<file path="src/rtl/fp_operand_unpack.sv">
// rtl/fp_operand_unpack.sv - IEEE-754 single operand-pair unpacker with a 2-entry output buffer
module fp_operand_unpack #(
    parameter int DEPTH = 2
) (
    input  logic        clk,
    input  logic        rst,
    input  logic        in_valid,
    output logic        in_ready,
    input  logic [31:0] a,
    input  logic [31:0] b,
    output logic        out_valid,
    input  logic        out_ready,
    output logic        sa,
    output logic        sb,
    output logic [7:0]  ea,
    output logic [7:0]  eb,
    output logic [23:0] ma,
    output logic [23:0] mb,
    output logic [1:0]  fa,
    output logic [1:0]  fb,
    output logic [7:0]  nan_cnt
);

    // Class codes shared with the result packer
    localparam logic [1:0] CLS_INF  = 2'b00;
    localparam logic [1:0] CLS_NAN  = 2'b01;
    localparam logic [1:0] CLS_ZERO = 2'b10;
    localparam logic [1:0] CLS_NORM = 2'b11;

    // One decoded operand: {sign, exp, significand, class}
    localparam int OW = 35;

    function automatic logic [OW-1:0] unpack(input logic [31:0] x);
        logic [7:0]  exp_f;
        logic [22:0] frac_f;
        exp_f  = x[30:23];
        frac_f = x[22:0];
        if (exp_f == 8'd0) begin
            // Denormals flush to zero but keep their sign
            unpack = {x[31], 8'd0, 24'd0, CLS_ZERO};
        end else if (exp_f == 8'hFF) begin
            if (frac_f == 23'd0) unpack = {x[31], 8'hFF, 1'b1, 23'd0, CLS_INF};
            else                 unpack = {x[31], 8'hFF, 1'b1, frac_f, CLS_NAN};
        end else begin
            unpack = {x[31], exp_f, 1'b1, frac_f, CLS_NORM};
        end
    endfunction

    logic [2*OW-1:0] mem_q [DEPTH];
    logic [2*OW-1:0] mem_d [DEPTH];
    logic            wr_ptr_q, wr_ptr_d;
    logic            rd_ptr_q, rd_ptr_d;
    logic [1:0]      count_q, count_d;
    logic [7:0]      nan_cnt_q, nan_cnt_d;

    logic [OW-1:0]   dec_a, dec_b;
    logic            accept, pop;

    assign dec_a     = unpack(a);
    assign dec_b     = unpack(b);

    // Handshake depends only on registered occupancy
    assign in_ready  = (count_q != 2'd2);
    assign out_valid = (count_q != 2'd0);
    assign accept    = in_valid && in_ready;
    assign pop       = out_valid && out_ready;

    assign {sa, ea, ma, fa, sb, eb, mb, fb} = mem_q[rd_ptr_q];
    assign nan_cnt = nan_cnt_q;

    // Next-state: tail write on accept, head advance on pop, NaN pair counting
    always_comb begin
        mem_d     = mem_q;
        wr_ptr_d  = wr_ptr_q;
        rd_ptr_d  = rd_ptr_q;
        count_d   = count_q;
        nan_cnt_d = nan_cnt_q;
        if (accept) begin
            mem_d[wr_ptr_q] = {dec_a, dec_b};
            wr_ptr_d        = ~wr_ptr_q;
            if (((dec_a[1:0] == CLS_NAN) || (dec_b[1:0] == CLS_NAN)) && (nan_cnt_q != 8'hFF))
                nan_cnt_d = nan_cnt_q + 8'd1;
        end
        if (pop) begin
            rd_ptr_d = ~rd_ptr_q;
        end
        case ({accept, pop})
            2'b10:   count_d = count_q + 2'd1;
            2'b01:   count_d = count_q - 2'd1;
            default: count_d = count_q;
        endcase
    end

    // State register with synchronous reset that discards buffered entries
    always_ff @(posedge clk) begin
        if (rst) begin
            for (int i = 0; i < DEPTH; i++) mem_q[i] <= '0;
            wr_ptr_q  <= 1'b0;
            rd_ptr_q  <= 1'b0;
            count_q   <= 2'd0;
            nan_cnt_q <= 8'd0;
        end else begin
            for (int i = 0; i < DEPTH; i++) mem_q[i] <= mem_d[i];
            wr_ptr_q  <= wr_ptr_d;
            rd_ptr_q  <= rd_ptr_d;
            count_q   <= count_d;
            nan_cnt_q <= nan_cnt_d;
        end
    end

endmodule

</file>
<file path="config.mk">
export PLATFORM = sky130hd
export DESIGN_NAME = fp_operand_unpack
export DESIGN_NICKNAME = d
export VERILOG_FILES = /design/src/rtl/fp_operand_unpack.sv
export SDC_FILE = /design/constraint.sdc
export NUM_CORES = 1
export LEC_CHECK = 0
export ABC_AREA = 0
export CORE_MARGIN = 10
export CORE_UTILIZATION = 30
export CTS_CLUSTER_DIAMETER = 50
export DETAILED_ROUTE_END_ITERATION = 6
export PLACE_DENSITY_LB_ADDON = 0.1
export SYNTH_ARGS = -nofsm -noshare
export SYNTH_HDL_FRONTEND = slang
export SYNTH_SLANG_ARGS = --single-unit
</file>
<file path="constraint.sdc">
create_clock -name clk -period 4.85 [get_ports clk]
set_clock_uncertainty 0.2 [all_clocks]
set_input_delay 0.97 -clock clk [delete_from_list [all_inputs] [get_ports clk]]
set_output_delay 0.97 -clock clk [all_outputs]
set_load 0.02 [all_outputs]
</file>
==> results.txt <==
Run status: complete, no violations
Die height: 163.0 microns
Met3 Usage GRT: 0.04449
Pwr dens: 480.3 nW/um^2
Critical path fanouts, max: 71
Synth Instances: 602
Post-CTS Setup Bufs: 0
Number of diodes: 0
Tightest Pin Transition: 1.116 ns
Ys flop type: dfxtp_1
RSZ-0062 raised after global routing: no
Largest net degree at the start of global routing: 92
Most frequent cells in the layout: 151 x dfxtp_1, 146 x clkdlybuf4s50_1, 76 x mux2_2
Critical path arrival: 2.51 ns
Via density: 5.217
Clock Sinks: 152
Hold_buf cts: 0
IO Port Bufs: 147
Mean Syn Cell Area: 10.19 sq um
Wire per inst: 19.59 microns
Crit. Startpoint: rd_ptr_q$_SDFFE_PP0P_
Detailed-route via count: 5,259
GR Layer Usage met2: 0.2356
F_max: 271.5 MHz
Multi-input logic area: 2907 sq um
Setup crit end kind: output pin
Final hold vios: 0
Critical setup path kind: reg2out
RR Startpoint: nan_cnt[0]$_SDFFE_PP0P_
Clk_lat worst skew: 0.41 ns
Vias in the first global route: 5,524
Global route hottest layer: met2
Yosys Warn Count: 0
CTS tree: yes
Post-CTS Resized: 0
Starting density of the core: 0.3040
Peak VDD IR: 0.2546 mV
Async set-reset flop share out of synthesis: 0
Area Overhead vs Synth: 37.20%
# nets final: 796
Most common cell after layout, fill and taps aside: dfxtp_1
Share of layout cells above drive strength 1: 0.1707
Post-synth EDFFs: 0
CTS buffer count: 17
Net Count, Synth: 672
Initial antenna violation count: 0
CP Launch Type: flop
Setup TNS: 0 ns
Hold Crit Class: reg2reg
Max-cap viol count: 0
Detail Route Antenna Nets: 0
Num rows: 52
Clock root buffer: clkbuf_16
Post-synth cell types: 42
Drt pass-1 iters: 5
Register bit total from synthesis: 152
Period utilization: 0.7593
Worst Hold Margin: 0.2486 ns
WL final: 19,750 microns
Worst R2R Path Depth: 6
Initial DRC count: 295
Slew Viols, Final: 0
First-pass GRT wire length: 30,880 microns
Core footprint: 20,170 sq um
DRC viols: 0
GP Congestion: 0.7709
Fillers: 1,975
Max Root-Sink Buffers: 2
End point of the critical path: fb[0]
Reg clk slew, reported paths: 0.06 ns
Leakage: 0.003144 uW
Slew Limit Headroom: 0.2561
HPWL after detailed placement: 12,840 microns
Die width: 163.0 microns
Global routing usage on met1: 0.1843
GRT Total Usage: 0.1452
Worst reg2reg path endpoint: nan_cnt[2]$_SDFFE_PP0P_
CP Data Required Time: 3.68 ns
Final setup fails: 0
H-tree levels: 4
Tmin final: 3.683 ns
FF+latch area: 3047 sq um
Fin util: 0.4171
Die ar.: 26,560 sq um
I/O pin cnt: 148
Register-to-Register Setup Slack: 1.96 ns
Netlist Area Pre-Place: 6132 sq um
Grt total ovfl: 0
Register area share after synthesis: 0.4962
[report_power, final]
group	switching, uW	internal (uW)	total, uW
Clock	553	811	1360
Sequential	173	1390	1570
Combinational	559	551	1110
[per-stage QoR]
stage	instances	power [uW]	area, sq um	setup WS, ns
finish	1008	4041	8413	1.167
global route	1008	4228	8413	1.064
CTS	1008	4087	8413	1.129
detailed placement	977	2709	7812	0.9733
global placement	977	2698	7812	1.031
floorplan	602	2207	6132	1.815
[worst max-delay path: stages (launching register included)]
cell	delay, ns
dfxtp_4	1.08
mux2_2	0.44
clkdlybuf4s50_1	0.55
[layout make-up]
cell class / instances / area share
inverter: 2 / 0.0008923
multi-input combinational: 400 / 0.3455
clock inverter: 14 / 0.02082
clock buffer: 17 / 0.05057
timing repair buffer: 153 / 0.1800
sequential: 152 / 0.3621
tap: 270 / 0.04015
[how the worst min path moves through the flow]
stage / from / to / slack, ns / cells after the start
2_1_floorplan: mem_q[1]$_SDFFE_PP0P_ / mem_q[1]$_SDFFE_PP0P_ / 0.22 / 2
3_3_place_gp: mem_q[0]$_SDFFE_PP0P_ / mem_q[0]$_SDFFE_PP0P_ / 0.23 / 1
3_5_place_dp: mem_q[25]$_SDFFE_PP0P_ / mem_q[25]$_SDFFE_PP0P_ / 0.24 / 1
4_1_cts: mem_q[25]$_SDFFE_PP0P_ / mem_q[25]$_SDFFE_PP0P_ / 0.25 / 1
5_1_grt: mem_q[139]$_SDFFE_PP0P_ / mem_q[139]$_SDFFE_PP0P_ / 0.27 / 2
6_report: mem_q[60]$_SDFFE_PP0P_ / mem_q[60]$_SDFFE_PP0P_ / 0.25 / 1
[flip-flops by register name, summed over array words and instances (netlist names)]
register / cells
rd_ptr_q: 1
mem_q: 140
nan_cnt: 8
count_q: 2
wr_ptr_q: 1
[synth_stat cells, drive strengths merged, types with 4 or more instances]
| library cell | n | area share |
|---|---|---|
| a32oi | 22 | 0.031 |
| nand2 | 42 | 0.026 |
| nor2 | 68 | 0.042 |
| dfxtp | 152 | 0.50 |
| a21o | 5 | 0.0061 |
| or4 | 4 | 0.0055 |
| nand3 | 4 | 0.0033 |
| mux2 | 76 | 0.14 |
| clkbuf | 40 | 0.024 |
| a21oi | 30 | 0.024 |
| nor2b | 7 | 0.0071 |
| nand4 | 9 | 0.0092 |
| nor4 | 10 | 0.010 |
| buf | 8 | 0.0088 |
| a22o | 64 | 0.091 |
| a22oi | 25 | 0.031 |
| and2 | 4 | 0.0045 |
[layer usage]
metal  wire [microns]  up-vias
met5                0        -
met1             8949     2608
met4              134        0
met3             1211        8
met2             9451      168
li1                 -     2475
[logic make-up after synthesis]
logic type / after synthesis / synth area share
multiplexers: 76 / 0.1396
XOR/XNOR: 3 / 0.004286
buffers and inverters: 50 / 0.03448
adder cells (fa/ha/maj): 2 / 0.004080
AO/OA/AOI/OAI: 159 / 0.2010
AND/OR/NAND/NOR: 160 / 0.1204
flip-flops: 152 / 0.4962
(Power assumes the default switching activity.)
